$ cat src/rtl/sha_types_pkg.sv
// Hash types shared with sha_super_pipelined_core and the flattening helper used by the scanner.
// Build macro HASH_SCAN_BYTE_REVERSE_EN selects little-endian byte order when a..h is flattened.
package sha_types_pkg;

  localparam int HASH_W = 256;

  typedef struct packed {
    logic [31:0] a;
    logic [31:0] b;
    logic [31:0] c;
    logic [31:0] d;
    logic [31:0] e;
    logic [31:0] f;
    logic [31:0] g;
    logic [31:0] h;
  } HashState;

  typedef enum logic [1:0] {
    ST_IDLE = 2'd0,
    ST_SCAN = 2'd1,
    ST_HOLD = 2'd2
  } scan_state_t;

  function automatic logic [HASH_W-1:0] hashstate_to_bits(input HashState hs);
    logic [HASH_W-1:0] w_flat;
    logic [HASH_W-1:0] w_bits;
    w_flat = hs;
`ifdef HASH_SCAN_BYTE_REVERSE_EN
    // Byte 0 of a becomes the least significant byte: Bitcoin compares the digest little-endian.
    for (int i = 0; i < HASH_W / 8; i++) begin
      w_bits[8*i +: 8] = w_flat[HASH_W-1-8*i -: 8];
    end
`else
    w_bits = w_flat;
`endif
    return w_bits;
  endfunction

endpackage

$ cat src/rtl/hash_result_scanner_if.sv
// Core-output and host-result signals of the scanner; master drives the core side and found_ready.
// The scanner never backpressures the core; found_* is a valid/ready pair to the host.
interface hash_result_scanner_if #(
  parameter int NONCE_W = 32
);
  logic                      output_valid;
  logic                      newblock_o;
  sha_types_pkg::HashState   doublehash;
  logic [255:0]              target;
  logic                      found_valid;
  logic [NONCE_W-1:0]        found_nonce;
  logic                      found_ready;
  logic                      overflow;
  logic [NONCE_W-1:0]        scanned;

  modport master (
    output output_valid, newblock_o, doublehash, target, found_ready,
    input  found_valid, found_nonce, overflow, scanned
  );

  modport slave (
    input  output_valid, newblock_o, doublehash, target, found_ready,
    output found_valid, found_nonce, overflow, scanned
  );
endinterface

$ cat src/rtl/target_compare_256.sv
// Pipelined unsigned hash <= target: four 64-bit partial compares registered, then a combine.
// Latency LAT (1 or 2) cycles; no backpressure, accepts a new compare every cycle.
module target_compare_256 #(
  parameter int NONCE_W = 32,
  parameter int LAT     = 2
) (
  input  logic               clk,
  input  logic               rst,
  input  logic               i_vld,
  input  logic [255:0]       i_hash,
  input  logic [255:0]       i_target,
  input  logic [NONCE_W-1:0] i_nonce,
  output logic               o_vld,
  output logic               o_win,
  output logic [NONCE_W-1:0] o_nonce
);

  logic [3:0]         w_lt;
  logic [3:0]         w_eq;
  logic               w_le;
  logic               r_s1_vld;
  logic [3:0]         r_s1_lt;
  logic [3:0]         r_s1_eq;
  logic [NONCE_W-1:0] r_s1_nonce;

  for (genvar k = 0; k < 4; k++) begin : g_part
    assign w_lt[k] = i_hash[64*k +: 64] <  i_target[64*k +: 64];
    assign w_eq[k] = i_hash[64*k +: 64] == i_target[64*k +: 64];
  end

  always_ff @(posedge clk or negedge rst) begin
    if (!rst) begin
      r_s1_vld   <= 1'b0;
      r_s1_lt    <= '0;
      r_s1_eq    <= '0;
      r_s1_nonce <= '0;
    end else begin
      r_s1_vld   <= i_vld;
      r_s1_lt    <= w_lt;
      r_s1_eq    <= w_eq;
      r_s1_nonce <= i_nonce;
    end
  end

  // Most significant chunk decides unless equal, then fall through to the next one down.
  assign w_le = r_s1_lt[3] | (r_s1_eq[3] & (r_s1_lt[2] | (r_s1_eq[2] &
                (r_s1_lt[1] | (r_s1_eq[1] & (r_s1_lt[0] | r_s1_eq[0]))))));

  if (LAT == 1) begin : g_lat1
    assign o_vld   = r_s1_vld;
    assign o_win   = w_le;
    assign o_nonce = r_s1_nonce;
  end else begin : g_lat2
    logic               r_s2_vld;
    logic               r_s2_win;
    logic [NONCE_W-1:0] r_s2_nonce;

    always_ff @(posedge clk or negedge rst) begin
      if (!rst) begin
        r_s2_vld   <= 1'b0;
        r_s2_win   <= 1'b0;
        r_s2_nonce <= '0;
      end else begin
        r_s2_vld   <= r_s1_vld;
        r_s2_win   <= w_le;
        r_s2_nonce <= r_s1_nonce;
      end
    end

    assign o_vld   = r_s2_vld;
    assign o_win   = r_s2_win;
    assign o_nonce = r_s2_nonce;
  end

endmodule

$ cat src/rtl/hash_result_scanner.sv
// Numbers each valid double hash in its block, tests it against the target, holds winners for the host.
// Win reaches found_valid LAT+1 cycles after the hash; never stalls the core, drops wins while held (overflow).
module hash_result_scanner
  import sha_types_pkg::*;
#(
  parameter int NONCE_W = 32,
  parameter int LAT     = 2
) (
  input  logic                 clk,
  input  logic                 rst,
  hash_result_scanner_if.slave bus
);

  scan_state_t         r_state;
  logic [NONCE_W-1:0]  r_cnt;
  logic [HASH_W-1:0]   r_target;
  logic                r_found_valid;
  logic [NONCE_W-1:0]  r_found_nonce;
  logic                r_overflow;

  logic                w_start;
  logic                w_accept;
  logic [HASH_W-1:0]   w_hash;
  logic [HASH_W-1:0]   w_target;
  logic [NONCE_W-1:0]  w_nonce;
  logic                w_pipe_vld;
  logic                w_pipe_win;
  logic [NONCE_W-1:0]  w_win_nonce;
  logic                w_win;

  assign w_start  = bus.output_valid & bus.newblock_o;
  // Before the first block start there is no target or nonce base, so those hashes are ignored.
  assign w_accept = bus.output_valid & ((r_state != ST_IDLE) | bus.newblock_o);
  assign w_hash   = hashstate_to_bits(bus.doublehash);
  assign w_target = w_start ? bus.target : r_target;
  assign w_nonce  = w_start ? '0 : r_cnt;

  always_ff @(posedge clk or negedge rst) begin
    if (!rst) begin
      r_cnt    <= '0;
      r_target <= '1;
    end else begin
      if (w_accept) begin
        r_cnt <= w_start ? NONCE_W'(1) : r_cnt + NONCE_W'(1);
      end
      if (w_start) begin
        r_target <= bus.target;
      end
    end
  end

  target_compare_256 #(
    .NONCE_W (NONCE_W),
    .LAT     (LAT)
  ) u_cmp (
    .clk      (clk),
    .rst      (rst),
    .i_vld    (w_accept),
    .i_hash   (w_hash),
    .i_target (w_target),
    .i_nonce  (w_nonce),
    .o_vld    (w_pipe_vld),
    .o_win    (w_pipe_win),
    .o_nonce  (w_win_nonce)
  );

  assign w_win = w_pipe_vld & w_pipe_win;

  always_ff @(posedge clk or negedge rst) begin
    if (!rst) begin
      r_state       <= ST_IDLE;
      r_found_valid <= 1'b0;
      r_found_nonce <= '0;
      r_overflow    <= 1'b0;
    end else begin
      if (w_start) begin
        r_overflow <= 1'b0;
      end
      case (r_state)
        ST_IDLE: begin
          if (w_start) begin
            r_state <= ST_SCAN;
          end
        end
        ST_SCAN: begin
          if (w_win) begin
            r_found_nonce <= w_win_nonce;
            r_found_valid <= 1'b1;
            r_state       <= ST_HOLD;
          end
        end
        ST_HOLD: begin
          if (bus.found_ready) begin
            if (w_win) begin
              r_found_nonce <= w_win_nonce;
            end else begin
              r_found_valid <= 1'b0;
              r_state       <= ST_SCAN;
            end
          end else if (w_win) begin
            // A drop outranks a same-cycle block start so the loss is never hidden.
            r_overflow <= 1'b1;
          end
        end
        default: begin
          r_state <= ST_IDLE;
        end
      endcase
    end
  end

  assign bus.found_valid = r_found_valid;
  assign bus.found_nonce = r_found_nonce;
  assign bus.overflow    = r_overflow;
  assign bus.scanned     = r_cnt;

endmodule

$ cat src/flat_wrapper.sv
// flat-port wrapper written by rule: the top's interface ports become plain ports
module hash_result_scanner_flat import sha_types_pkg::*;
#(
  parameter int NONCE_W = 32,
  parameter int LAT     = 2
)
  (clk, rst, bus_output_valid, bus_newblock_o, bus_doublehash, bus_target, bus_found_ready, bus_found_valid, bus_found_nonce, bus_overflow, bus_scanned);
  hash_result_scanner_if #(.NONCE_W(NONCE_W)) bus_i ();
  input  logic clk;
  input  logic rst;
  input wire logic [$bits(bus_i.output_valid)-1:0] bus_output_valid;
  input wire logic [$bits(bus_i.newblock_o)-1:0] bus_newblock_o;
  input wire logic [$bits(bus_i.doublehash)-1:0] bus_doublehash;
  input wire logic [$bits(bus_i.target)-1:0] bus_target;
  input wire logic [$bits(bus_i.found_ready)-1:0] bus_found_ready;
  output wire logic [$bits(bus_i.found_valid)-1:0] bus_found_valid;
  output wire logic [$bits(bus_i.found_nonce)-1:0] bus_found_nonce;
  output wire logic [$bits(bus_i.overflow)-1:0] bus_overflow;
  output wire logic [$bits(bus_i.scanned)-1:0] bus_scanned;
  assign bus_i.output_valid = bus_output_valid;
  assign bus_i.newblock_o = bus_newblock_o;
  assign bus_i.doublehash = bus_doublehash;
  assign bus_i.target = bus_target;
  assign bus_i.found_ready = bus_found_ready;
  assign bus_found_valid = bus_i.found_valid;
  assign bus_found_nonce = bus_i.found_nonce;
  assign bus_overflow = bus_i.overflow;
  assign bus_scanned = bus_i.scanned;
  hash_result_scanner #(.NONCE_W(NONCE_W), .LAT(LAT)) u_core (.clk(clk), .rst(rst), .bus(bus_i));
endmodule
$ cat config.mk
export PLATFORM = sky130hd
export DESIGN_NAME = hash_result_scanner_flat
export DESIGN_NICKNAME = d
export VERILOG_FILES = /design/src/rtl/sha_types_pkg.sv /design/src/rtl/hash_result_scanner_if.sv /design/src/rtl/target_compare_256.sv /design/src/rtl/hash_result_scanner.sv /design/src/flat_wrapper.sv
export SDC_FILE = /design/constraint.sdc
export NUM_CORES = 1
export LEC_CHECK = 0
export BUFFER_PORTS_ARGS = -buffer_cell sky130_fd_sc_hd__buf_2
export CORE_ASPECT_RATIO = 0.6
export CORE_MARGIN = 10
export CORE_UTILIZATION = 40
export CTS_CLUSTER_DIAMETER = 120
export DETAILED_ROUTE_END_ITERATION = 8
export GPL_ROUTABILITY_DRIVEN = 0
export GPL_TIMING_DRIVEN = 0
export PLACE_DENSITY = 0.67
export RECOVER_POWER = 25
export SLEW_MARGIN = 10
export SYNTH_ARGS = -nofsm -noshare
export SYNTH_HDL_FRONTEND = slang
export SYNTH_SLANG_ARGS = --single-unit
export TNS_END_PERCENT = 1
$ cat constraint.sdc
create_clock -name clk -period 8 [get_ports clk]
set_clock_uncertainty 0.15 [all_clocks]
set_input_delay 0.8 -clock clk [delete_from_list [all_inputs] [get_ports clk]]
set_output_delay 0.8 -clock clk [all_outputs]
set_load 0.005 [all_outputs]
=== After elaboration in Yosys (flattened, before gate mapping) ===
Index checks and enable logic that the tools add are counted.

* Bits in registers: 399
* Bits in latches: 0
* Bits in writable memories: 0
* Memory bits (read-only): 0
* Logic and storage cells: 64
* Memories: 0

* Add/subtract/negate cells: 1
* $mul: 0
* Div/mod/pow operators: 0
* Magnitude comparators: 4
* Equality and inequality tests: 10
* Shifts and indexed selects: 0
* Muxes and demuxes: 19
* Bitwise gates (word level): 11
* Reduce and logical (&&, ||, !) cells: 6

{| class="wikitable"
|+ Operator list
! cell !! number
|-
| $eq 64x64->1 || 4
|-
| $lt 64x64->1 || 4
|-
| $mux 256 || 1
|-
| $mux 32 || 4
|-
| $pmux 32 s2 || 1
|-
| $add 32x1->32 const B || 1
|-
| $mux 2 || 4
|-
| $reduce_and 4->1 || 2
|-
| $mux 1 || 7
|-
| $and 1x1->1 || 6
|-
| $pmux 2 s3 || 1
|-
| $or 1x1->1 || 5
|-
| $ne 2x1->1 const B || 2
|-
| $ne 2x2->1 const B || 2
|-
| $reduce_bool 2->1 || 2
|-
| $eq 2x1->1 const B || 1
|-
| $eq 2x2->1 const B || 1
|-
| $logic_not 2->1 || 1
|-
| $pmux 1 s2 || 1
|-
| $reduce_and 2->1 || 1
|}

=== Logic depth before layout (Yosys ltp) ===
Gate-level depths: netlist (run 1).

* Depth after elaboration: 7
* Depth in mapped cells: 15
* Mapped depth without buffers: 11

=== By module ===
Synthesis (run 1) repeated with hierarchy kept, for this count alone.

* Cells, all modules: 2367
* Area, all modules: 21493.1 um2

{| class="wikitable"
|+ Modules (own cells, without submodules)
! module !! times used !! cells an instance !! area each (um2) !! sequential area each (um2)
|-
| hash_result_scanner || 1 || 1386 || 13110.1 || 8428.1
|-
| target_compare_256 || 1 || 981 || 8383.0 || 1876.8
|}

=== Worst setup path after synthesis (run 1) ===
No wires, ideal clock.

* Path type: input port to flip-flop
* Start: input port bus_output_valid
* End: register u_core.u_cmp.r_s1_lt[3]
* Arrival: 3.482 ns
* Required time: 7.727 ns
* Path slack: 4.245 ns
* Stages: 13
* Path through: clkbuf_1 > nand2_1 > clkbuf_1 > clkbuf_1 > nand2_1 > nand2_1 > inv_1 > ha_1 > nand4_2 > nor4_2 > nand4_1 > or4_4 > o221a_2

* Word-level cells in the longest chain between the ends: 3

{| class="wikitable"
|+ Ends and longest elaborated chain
! element !! RTL line !! RTL
|-
| start, declared || flat_wrapper.sv:11 || <nowiki>input wire logic [$bits(bus_i.output_valid)-1:0] bus_output_valid;</nowiki>
|-
| $and 1x1->1 || hash_result_scanner.sv:31 || <nowiki>assign w_start = bus.output_valid & bus.newblock_o;</nowiki>
|-
| $mux 256 || hash_result_scanner.sv:35 || <nowiki>assign w_target = w_start ? bus.target : r_target;</nowiki>
|-
| named net u_core.u_cmp.i_target[239] || target_compare_256.sv:11 || <nowiki>input logic [255:0] i_target,</nowiki>
|-
| $lt 64x64->1 || target_compare_256.sv:27 || <nowiki>assign w_lt[k] = i_hash[64*k +: 64] < i_target[64*k +: 64];</nowiki>
|-
| named net u_core.u_cmp.w_lt[3] || target_compare_256.sv:18 || <nowiki>logic [3:0] w_lt;</nowiki>
|-
| end signal, assigned || target_compare_256.sv:39 || <nowiki>r_s1_lt <= w_lt;</nowiki>
|-
| end, declared || target_compare_256.sv:22 || <nowiki>logic [3:0] r_s1_lt;</nowiki>
|}

The timed path passes the listed nets, and every way through them passes these cells.
A chain may end at the register's enable or synchronous reset.

=== Final worst setup path (run 1) ===
* Start: input port bus_output_valid
* End: register u_core.u_cmp.r_s1_lt[0]

Same word-level chain as after synthesis.

==> results_dict.tcl, run 1 <==
set metrics [dict create \
    status "finished, violations left" \
    failed_checks "capacitance limit, slew limit" \
    die_w_um 316 \
    critPathKind "input pin to register" \
    yosysTopAreaCell "dfstp_2" \
    synth_seq_cells 399 \
    yosys_warnings 0 \
    numCtsBuffers 41 \
    antenna_found_initial 31 \
    synth_edf_count 0 \
    critPathArrivalTime_ps 6050 \
    area_delta_synth_final_pct 25.0 \
    routed_wl_mm 69.4 \
    dieArea_um2 62400 \
    start_kind "input pin" \
    yosys-top-cells-area "dfstp_2 32%, dfrtp_1 17%, ha_1 15%" \
    crit_buf_inv 4 \
    post-route-period-util_pct 72.8 \
    final_cells 3303 \
    final_cell_mix "596 x buf_2, 264 x inv_1, 260 x ha_1" \
    path_clk_slew_ps 70 \
    tightestPinTransition_ps 5200 \
    syn-cell-area_um2 21000 \
    rows 64 \
    max_clock_freq_mhz 172 \
    cpPeakStageDelay_ps 950 \
    whs_ps 195 \
    cap_viol_max_count 1 \
    final_area_um2 26300 \
    setup_viol 0 \
    grt_usage_pct 21.4 \
    syn_inst 1929 \
    root_buffer "clkbuf_16" \
    dp.cells 3206 \
    syn_avg_cell_area_um2 10.9 \
    io_pins 583 \
    slew_headroom_pct -247 \
    leakagePower_nw 14.5 \
    drc 0 \
    clockBufferDepth 3 \
    cts_tree "done" \
    cts.sinks 399 \
    grt_pass1_wl_mm 104 \
    path_cells "clkbuf_1 > nand2_1 > buf_1 > clkbuf_1 > nand2_1 > nand2_1 > inv_1 > ha_1 > nand4_1 > nor4_1 > nand3_1 > or3_1 > o211ai_1 > nor4b_1" \
    yosys.cell_types.count 52 \
    clk_latency_ps 560 \
    synth_nets 2706 \
    netlist.area_leader.share_pct 32.0 \
    start_util_pct 40.8 \
    vias 16564 \
    cts_resized 0 \
    cts_hold_repair.buffers 0 \
    grt_max_degree 107 \
    drt_iter0_markers 973 \
    yosysSeqAreaShare_pct 49.0 \
    maxSlewViolCount 91 \
    final_util_pct 51.0 \
    h-tree-depth 2 \
    synth_flop_cell "dfstp_2" \
    post-cts-setup-buffers 0 \
    slowest_stage "buf_1" \
    critPathTopFamily "simple AND/OR/NAND/NOR gates" \
    placed_area_um2 24900 \
    async_flop_share_pct 100 \
    nNetsFinal 3333 \
    port_buffers 581 \
    crit_fanout 10 \
    dpl.hpwl_mm 56.8 \
    routedWlPerCell_um 21.0 \
    core_um2 51500 \
    rsz0062_at_grt "no" \
    drt_first_pass_iters 8 \
    cp-end-kind "register" \
    crit_required_ps 8230 \
    final_layout_size_suffix_gt1_share_pct 37.0 \
    die_h_um 198 \
    finalPower_w 0.00559 \
    final_common_cell "buf_2" \
    hold_viol 0 \
    grt_pass1_vias 17859 \
    grt_remaining_overflow 0 \
    power_density_nw_per_um2 213 \
    hold_path_class "register to register" \
    cpMostUsedCell "nand2_1" \
    ant_nets 0 \
    min_period_ps 5830 \
    viasPerCell 5.01 \
    peakVddDrop_uv 139 \
]
## cell families (layout without fill, tap and decap cells)
logic type               Yosys count  in the layout  share of synthesized area (%)
multiplexers                     244            244                           11.8
adder cells (fa/ha/maj)          260            260                           15.5
buffers and inverters            308            968                           5.60
flip-flops                       399            399                           49.0
AO/OA/AOI/OAI                    217            217                           6.03
AND/OR/NAND/NOR                  475            475                           11.0
other                              0             21                              0
XOR/XNOR                          26             26                           1.08
## metrics by stage
step | setup TNS (ps) | setup WS (ps)
floorplan | 0 | 4250
global placement | -264510 | -1870
detailed placement | 0 | 1550
CTS | 0 | 2120
global route | 0 | 1890
finish | 0 | 2170
## flip-flops by register name (all words and copies together), names as in the netlist, 2 cells and up
register	count
u_core.r_target	256
u_core.bus.found_nonce	32
u_core.bus.scanned	32
u_core.u_cmp.o_nonce	32
u_core.u_cmp.r_s1_nonce	32
u_core.u_cmp.r_s1_eq	4
u_core.u_cmp.r_s1_lt	4
u_core.r_state	2
## worst paths after layout
kind | from | endpoint | slack, ps | cells after the start
setup / recovery | bus_output_valid | u_core.u_cmp.r_s1_lt[0]$_DFF_PN0_ | 2170 | 14
min in group asynchronous | rst | u_core.r_target[75]$_DFF_PN1_ | 3470 | 1
max in group asynchronous | rst | u_core.u_cmp.r_s1_lt[2]$_DFF_PN0_ | 3530 | 2
hold / removal | u_core.u_cmp.r_s1_nonce[28]$_DFF_PN0_ | u_core.u_cmp.o_nonce[28]$_DFF_PN0_ | 200 | 0
setup reg to reg | u_core.r_target[59]$_DFF_PN1_ | u_core.u_cmp.r_s1_lt[0]$_DFF_PN0_ | 4210 | 10
hold reg to reg | u_core.u_cmp.r_s1_nonce[28]$_DFF_PN0_ | u_core.u_cmp.o_nonce[28]$_DFF_PN0_ | 200 | 0
## cell usage after synthesis, types with 2 or more instances
master / instances
nor4_2: 2
and3_1: 9
dfstp_2: 256
dfrtp_1: 143
o211ai_1: 7
nand2_1: 223
mux2i_1: 212
buf_2: 16
clkbuf_1: 21
or4_1: 5
or3_1: 4
o21bai_1: 2
a21oi_1: 114
nor4_4: 2
mux2_2: 32
nor4_1: 5
and2_1: 34
nor3_1: 10
a221o_1: 2
nand3_1: 35
a211oi_1: 14
o21a_1: 4
nor2b_1: 7
buf_1: 7
xor2_1: 16
o21ai_0: 41
xnor2_1: 10
nand2b_1: 9
and4_1: 9
ha_1: 260
nor2_1: 61
a21o_1: 15
inv_1: 264
nand4_1: 51
a221oi_1: 9
nand4_2: 2
## routing by layer
metal | up-vias | GRT usage, % | routed length [µm]
li1 | 7867 | - | -
met1 | 8085 | 27.6 | 29900
met2 | 469 | 35.7 | 33200
met3 | 129 | 4.66 | 4360
met4 | 14 | 6.38 | 1900
met5 | - | 0 | 100
## power by group
part / switching (W) / leakage [nW] / internal (W)
clock: 0.000837 / 0.655 / 0.00110
sequential: 0.0000765 / 4.65 / 0.00238
combinational: 0.000699 / 9.23 / 0.000507
## cell type report
type	count	area [µm²]
sequential	399	10300
multi-input combinational	1222	9530
antenna	21	52.6
fill	4690	25200
timing repair buffer	584	2990
clock inverter	12	144
buffer	44	185
inverter	264	991
tap	693	867
clock buffer	64	1190
Note: power is estimated with default switching activity, not from simulation.
==> run 2: changes to the inputs <==
--- a/config.mk
+++ b/config.mk
@@ -5,6 +5,7 @@
 export SDC_FILE = /design/constraint.sdc
 export NUM_CORES = 1
 export LEC_CHECK = 0
+export ABC_AREA = 1
 export BUFFER_PORTS_ARGS = -buffer_cell sky130_fd_sc_hd__buf_2
 export CORE_ASPECT_RATIO = 0.6
 export CORE_MARGIN = 10
@@ -13,7 +14,7 @@
 export DETAILED_ROUTE_END_ITERATION = 8
 export GPL_ROUTABILITY_DRIVEN = 0
 export GPL_TIMING_DRIVEN = 0
-export PLACE_DENSITY = 0.67
+export PLACE_DENSITY = 0.66
 export RECOVER_POWER = 25
 export SLEW_MARGIN = 10
 export SYNTH_ARGS = -nofsm -noshare
==> constraint.sdc (replaced) <==
create_clock -name clk -period 5.7 [get_ports clk]
set_clock_uncertainty 0.15 [all_clocks]
set_input_delay 0.57 -clock clk [delete_from_list [all_inputs] [get_ports clk]]
set_output_delay 0.57 -clock clk [all_outputs]
set_load 0.005 [all_outputs]
==> results_dict.tcl, run 2 <==
set metrics [dict create \
    drt_first_pass_iters 5 \
    multi_input_area_um2 10100 \
    p_int_w 0.00564 \
    switchingPower_w 0.00231 \
    cts.sinks 399 \
    synth_flop_cell "dfstp_2" \
    p_seq_share_pct 42.6 \
    yosys.cell_types.count 46 \
    slew_headroom_pct -54.2 \
    port_buffers 582 \
    ys_top_cells_by_count "399 x inv_1, 353 x nand2_1, 260 x ha_1, 256 x dfstp_2, 157 x o21ai_0" \
    hold_viol 0 \
    p_comb_share_pct 21.9 \
    reg2reg_depth 12 \
    yosys-top-cells-area "dfstp_2 30%, dfrtp_1 16%, ha_1 15%" \
    post-route-period-util_pct 76.7 \
    final_common_cell "buf_2" \
    cts_tree "done" \
    routedWlPerCell_um 18.6 \
    max_clock_freq_mhz 229 \
    vias 18350 \
    finalWorstSetupSlack_ps 1330 \
    path_clk_slew_ps 60 \
    io_pins 583 \
    timing.rr.end "u_core.u_cmp.r_s1_lt[2]$_DFF_PN0_" \
    fillers 5148 \
    dieArea_um2 65700 \
    drc 0 \
    cp-end-kind "register" \
    rrSetupSlack_ps 3040 \
    final_cell_mix "596 x buf_2, 400 x inv_1, 354 x nand2_1" \
    power_density_nw_per_um2 288 \
    syn_avg_cell_area_um2 9.04 \
    routed_wl_mm 72.2 \
    hp-start "bus_target[47]" \
    hold_path_class "input pin to register" \
    setup_viol 0 \
    h-tree-depth 2 \
    grt_pass1_vias 18766 \
    start_util_pct 40.7 \
    die_w_um 324 \
    area_delta_synth_final_pct 24.2 \
    peakVddDrop_uv 233 \
    synth_nets 3234 \
    critPathKind "input pin to register" \
    grt_max_degree 108 \
    syn-cell-area_um2 22200 \
    grt_remaining_overflow 0 \
    crit_fanout 11 \
    core_um2 54600 \
    hold_depth 3 \
    root_buffer "clkbuf_16" \
    yosysSeqAreaShare_pct 46.4 \
    largest_reg_flops 256 \
    dpl.hpwl_mm 57.6 \
    clk_latency_ps 570 \
    worstHoldEndpoint "u_core.r_target[47]$_DFF_PN1_" \
    syn_inst 2457 \
    synth_edf_count 0 \
    start_kind "input pin" \
    pre_cts_slack_ps 1620 \
    final_util_pct 50.6 \
    yosysMostFrequentCell "inv_1" \
    r2r-start "u_core.r_target[191]$_DFF_PN1_" \
    die_h_um 203 \
    antenna_found_initial 35 \
    swShare_pct 29.1 \
    yosys_warnings 0 \
    ant_nets 0 \
    crit_required_ps 5930 \
    synth_seq_cells 399 \
    final_cells 3888 \
    status "finished, violations left" \
    nNetsFinal 3866 \
    critPathArrivalTime_ps 4610 \
    clockPowerShare_pct 35.5 \
    grt_usage_pct 21.4 \
    drt_iter0_markers 1037 \
    numCtsBuffers 43 \
    maxSlewViolCount 92 \
    regMostFlops "u_core.r_target" \
    failed_checks "capacitance limit, slew limit" \
    clockBufferDepth 3 \
    dp.cells 3791 \
    rsz0062_at_grt "no" \
    yosysTopAreaCell "dfstp_2" \
    cts_resized 0 \
    min_period_ps 4370 \
    grt_pass1_wl_mm 109 \
    async_flop_share_pct 100 \
    ff_latch_area_um2 10300 \
    viasPerCell 4.72 \
    final_layout_size_suffix_gt1_share_pct 36.9 \
    netlist.area_leader.share_pct 30.3 \
    leakagePower_nw 14.3 \
    rows 66 \
    tightestPinTransition_ps 2310 \
    cap_viol_max_count 1 \
]
[run 2: cell count changes in the layout (fill, tap and decap cells not counted), moves of 21 or more]
cell / previous run / this run
o21ai_1: 0 / 109
or2_1: 0 / 62
a21oi_1: 114 / 135
or2_2: 1 / 146
inv_1: 264 / 400
nor2_1: 61 / 132
o21ai_0: 41 / 180
and2_1: 33 / 0
nand2_1: 223 / 354
mux2i_1: 212 / 0
[run 2: area by class of cell]
class / count / share of cell area [%]
Inverter: 405 / 5.53
Clock buffer: 59 / 4.59
Buffer: 67 / 0.988
Sequential cell: 399 / 37.3
Tap cell: 748 / 3.39
Clock inverter: 18 / 0.512
Timing Repair Buffer: 587 / 10.9
Antenna cell: 19 / 0.172
Multi-Input combinational cell: 1586 / 36.5
[run 2: kinds of logic after synthesis]
| group | count (synthesis) | share of synthesized area (%) |
|---|---|---|
| buf+inv | 472 | 8.20 |
| simple gates | 823 | 18.0 |
| fa+ha+maj | 260 | 14.6 |
| compound gates | 471 | 11.2 |
| flops | 399 | 46.4 |
| mux | 32 | 1.62 |
[run 2: stage by stage]
stage	hold WS, ps	power, W	area, µm²	setup TNS (ps)
finish	83.8	0.00795	27600	0
global route	60.5	0.00845	27600	0
global placement	181	0.00512	26100	-952700
CTS	49.5	0.00805	27600	0
detailed placement	185	0.00517	26200	0
floorplan	124	0.00450	22200	0
[run 2: how the worst max path moves through the flow]
| stage | from | slack (ps) | cells past startpoint | to |
|---|---|---|---|---|
| after global routing | bus_output_valid | 950 | 21 | u_core.u_cmp.r_s1_lt[2]$_DFF_PN0_ |
| after floorplan | bus_output_valid | 3140 | 13 | u_core.u_cmp.r_s1_eq[0]$_DFF_PN0_ |
| after global placement | rst | -4140 | 1 | u_core.u_cmp.r_s1_lt[1]$_DFF_PN0_ |
| after detailed placement | bus_output_valid | 1620 | 14 | u_core.u_cmp.r_s1_eq[0]$_DFF_PN0_ |
| final | bus_output_valid | 1330 | 21 | u_core.u_cmp.r_s1_lt[2]$_DFF_PN0_ |
| after CTS | bus_output_valid | 2160 | 14 | u_core.u_cmp.r_s1_eq[0]$_DFF_PN0_ |
[run 2: critical path: stages]
cell and delay, ps:
clkbuf_1 130, nand2_1 420, inv_1 220, clkbuf_1 480, clkbuf_1 730, buf_2 420, nand2_1 80, nand2_1 260
ha_1 220, inv_1 40, nand2_1 50, nand2_1 50, nand2_1 60, nand2_1 100, nand2_1 70, nand2_1 40
nand2_1 50, nand2_1 40, nand2_1 50, nand2_1 50, a21oi_1 430
[run 2: what timing repair did]
item | CTS | global route
hold endpoints to repair | 3 | 0
hold buffers | 1 | 0
setup buffers | 0 | 0
[run 2: power by group through the flow]
stage	Sequential, W	Clock [W]	Combinational [W]
after floorplan	0.00341	0	0.00109
final	0.00339	0.00282	0.00174
after CTS	0.00339	0.00290	0.00176
after detailed placement	0.00343	0	0.00174
after global placement	0.00342	0	0.00170
after global routing	0.00342	0.00302	0.00201
[run 2: routing by layer]
layer  GRT usage, %  part of all wire (%)  vias up
li1               -                     -     9234
met1           28.6                    46     8568
met2           34.1                    46      424
met3           5.74                   6.7       98
met4           4.89                   1.7       26
met5              0                  0.23        -
==> run 3: changes to the inputs <==
--- a/config.mk
+++ b/config.mk
@@ -14,7 +14,7 @@
 export DETAILED_ROUTE_END_ITERATION = 8
 export GPL_ROUTABILITY_DRIVEN = 0
 export GPL_TIMING_DRIVEN = 0
-export PLACE_DENSITY = 0.66
+export PLACE_DENSITY = 0.69
 export RECOVER_POWER = 25
 export SLEW_MARGIN = 10
 export SYNTH_ARGS = -nofsm -noshare
==> constraint.sdc (replaced) <==
create_clock -name clk -period 3.53 [get_ports clk]
set_clock_uncertainty 0.15 [all_clocks]
set_input_delay 0.353 -clock clk [delete_from_list [all_inputs] [get_ports clk]]
set_output_delay 0.353 -clock clk [all_outputs]
set_load 0.005 [all_outputs]
==> results_dict.tcl, run 3 (synthesized netlist as in run 2, its figures left out) <==
set metrics [dict create \
    status "finished, violations left" \
    failed_checks "capacitance limit, slew limit" \
    die_w_um 324 \
    whs_ps 46.3 \
    path_clk_slew_ps 60 \
    start_kind "input pin" \
    slowest_stage "clkbuf_1" \
    crit_fanout 10 \
    maxSlewViolCount 98 \
    slew_headroom_pct -80.4 \
    cts.sinks 399 \
    cpPeakStageDelay_ps 760 \
    peakVddDrop_uv 343 \
    vias 19727 \
    placed_area_um2 26200 \
    routed_wl_mm 76.2 \
    max_clock_freq_mhz 306 \
    final_area_um2 30200 \
    final_common_cell "buf_2" \
    start_util_pct 40.7 \
    numCtsBuffers 41 \
    critPathArrivalTime_ps 3590 \
    clockBufferDepth 3 \
    grt_max_degree 105 \
    h-tree-depth 2 \
    post-route-period-util_pct 92.5 \
    setup_viol 0 \
    drt_iter0_markers 1104 \
    core_um2 54600 \
    grt_usage_pct 22.6 \
    fillers 4863 \
    setup-tns-final_ps 0 \
    die_h_um 203 \
    post-cts-setup-buffers 0 \
    drt_first_pass_iters 8 \
    rsz0062_at_grt "no" \
    hold_path_class "input pin to register" \
    min_period_ps 3270 \
    grt_remaining_overflow 0 \
    power_density_nw_per_um2 440 \
    final_cell_mix "598 x buf_2, 400 x inv_1, 353 x nand2_1" \
    dpl.hpwl_mm 58.4 \
    area_delta_synth_final_pct 35.7 \
    dieArea_um2 65700 \
    port_buffers 582 \
    routedWlPerCell_um 18.4 \
    clk_latency_ps 570 \
    root_buffer "clkbuf_16" \
    crit_required_ps 3850 \
    grt_pass1_vias 20500 \
    regMostFlops "u_core.r_target" \
    cp-end-kind "register" \
    viasPerCell 4.76 \
    path_cells "buf_2 > nand2_4 > inv_1 > clkbuf_1 > clkbuf_1 > or2_2 > o21ai_0 > ha_1 > nand2_1 > nor2_1 > nand4_1 > nor3b_1 > nand4_1 > nor3_1" \
    multi_input_area_um2 10100 \
    rows 66 \
    largest_reg_flops 256 \
    nNetsFinal 4116 \
    drc 0 \
    critPathKind "input pin to register" \
    finalPower_w 0.0133 \
    grt_pass1_wl_mm 116 \
    io_pins 583 \
    cts_tree "done" \
    ff_latch_area_um2 10300 \
    tightestPinTransition_ps 2710 \
    final_layout_size_suffix_gt1_share_pct 33.8 \
    ant_nets 0 \
    cap_viol_max_count 1 \
    leakagePower_nw 15.4 \
    hold_viol 0 \
    antenna_found_initial 38 \
]
[run 3: changes by cell type in the layout (fill, tap and decap cells not counted), moves of 2 or more]
| cell | delta |
|---|---|
| clkbuf_8 | -6 |
| clkinv_2 | -7 |
| clkbuf_16 | -3 |
| o21ai_1 | -16 |
| o21ai_0 | +25 |
| dlygate4sd3_1 | +253 |
| clkbuf_1 | -2 |
| o21ai_2 | -9 |
| bufinv_16 | +6 |
| buf_2 | +2 |
| diode_2 | +10 |
[run 3: stage by stage]
stage               worst slack [ps]  instances  util [%]
CTS                              172       4116      55.2
finish                           264       4145      55.2
detailed placement              -404       3790      47.9
global placement               -6140       3787      47.8
floorplan                       1190       2457         -
global route                    29.8       4137      55.2
[run 3: power breakdown]
part | switching (W) | leakage [nW] | internal, W | total [W]
clock network | 0.00194 | 0.699 | 0.00277 | 0.00471
logic | 0.00170 | 10.0 | 0.00136 | 0.00307
registers | 0.000149 | 4.65 | 0.00533 | 0.00548
total | 0.00379 | 15.4 | 0.00946 | 0.0133
[run 3: area by class of cell]
class | count | area share (%)
diodes | 29 | 0.241
multi-input cells | 1586 | 33.4
well taps | 748 | 3.10
plain buffers | 67 | 0.950
clock inverters | 19 | 1.03
repair buffers | 839 | 18.4
inverters | 405 | 5.06
clock buffers | 53 | 3.72
flip-flops and latches | 399 | 34.2
[run 3: critical path, delay by kind of cell]
family	cells	cell delay [ps]
adder cells (fa/ha/maj)	1	330
buffers and inverters	4	1430
AND/OR/NAND/NOR	8	1310
AO/OA/AOI/OAI	1	130
[run 3: final timing paths]
check | startpoint | to | slack, ps | cells past startpoint
max | bus_output_valid | u_core.u_cmp.r_s1_eq[2]$_DFF_PN0_ | 260 | 14
min | bus_output_valid | u_core.bus.scanned[0]$_DFFE_PN0P_ | 50 | 4
max reg2reg | u_core.r_target[95]$_DFF_PN1_ | u_core.u_cmp.r_s1_eq[1]$_DFF_PN0_ | 830 | 10
min reg2reg | u_core.u_cmp.r_s1_nonce[1]$_DFF_PN0_ | u_core.u_cmp.o_nonce[1]$_DFF_PN0_ | 200 | 0
max in group asynchronous | rst | u_core.u_cmp.r_s1_lt[3]$_DFF_PN0_ | 620 | 2
min in group asynchronous | rst | u_core.bus.scanned[26]$_DFFE_PN0P_ | 1060 | 2
[run 3: what timing repair did]
| action | 4_1_cts | 5_1_grt |
|---|---|---|
| endpoints found under the hold margin | 277 | 0 |
| hold buffers | 254 | 0 |
| setup endpoints to repair | 0 | 2 |
| gates resized for setup | 0 | 4 |
[run 3: routing by layer]
metal / share of wire (%) / global-route usage, % / wire (µm) / vias up
met5: 0.11 / 0 / 87 / -
met3: 6.8 / 5.61 / 5210 / 133
met4: 2.5 / 6.37 / 1880 / 14
met1: 44 / 29.4 / 33500 / 9293
met2: 47 / 36.9 / 35400 / 529
li1: - / - / - / 9758
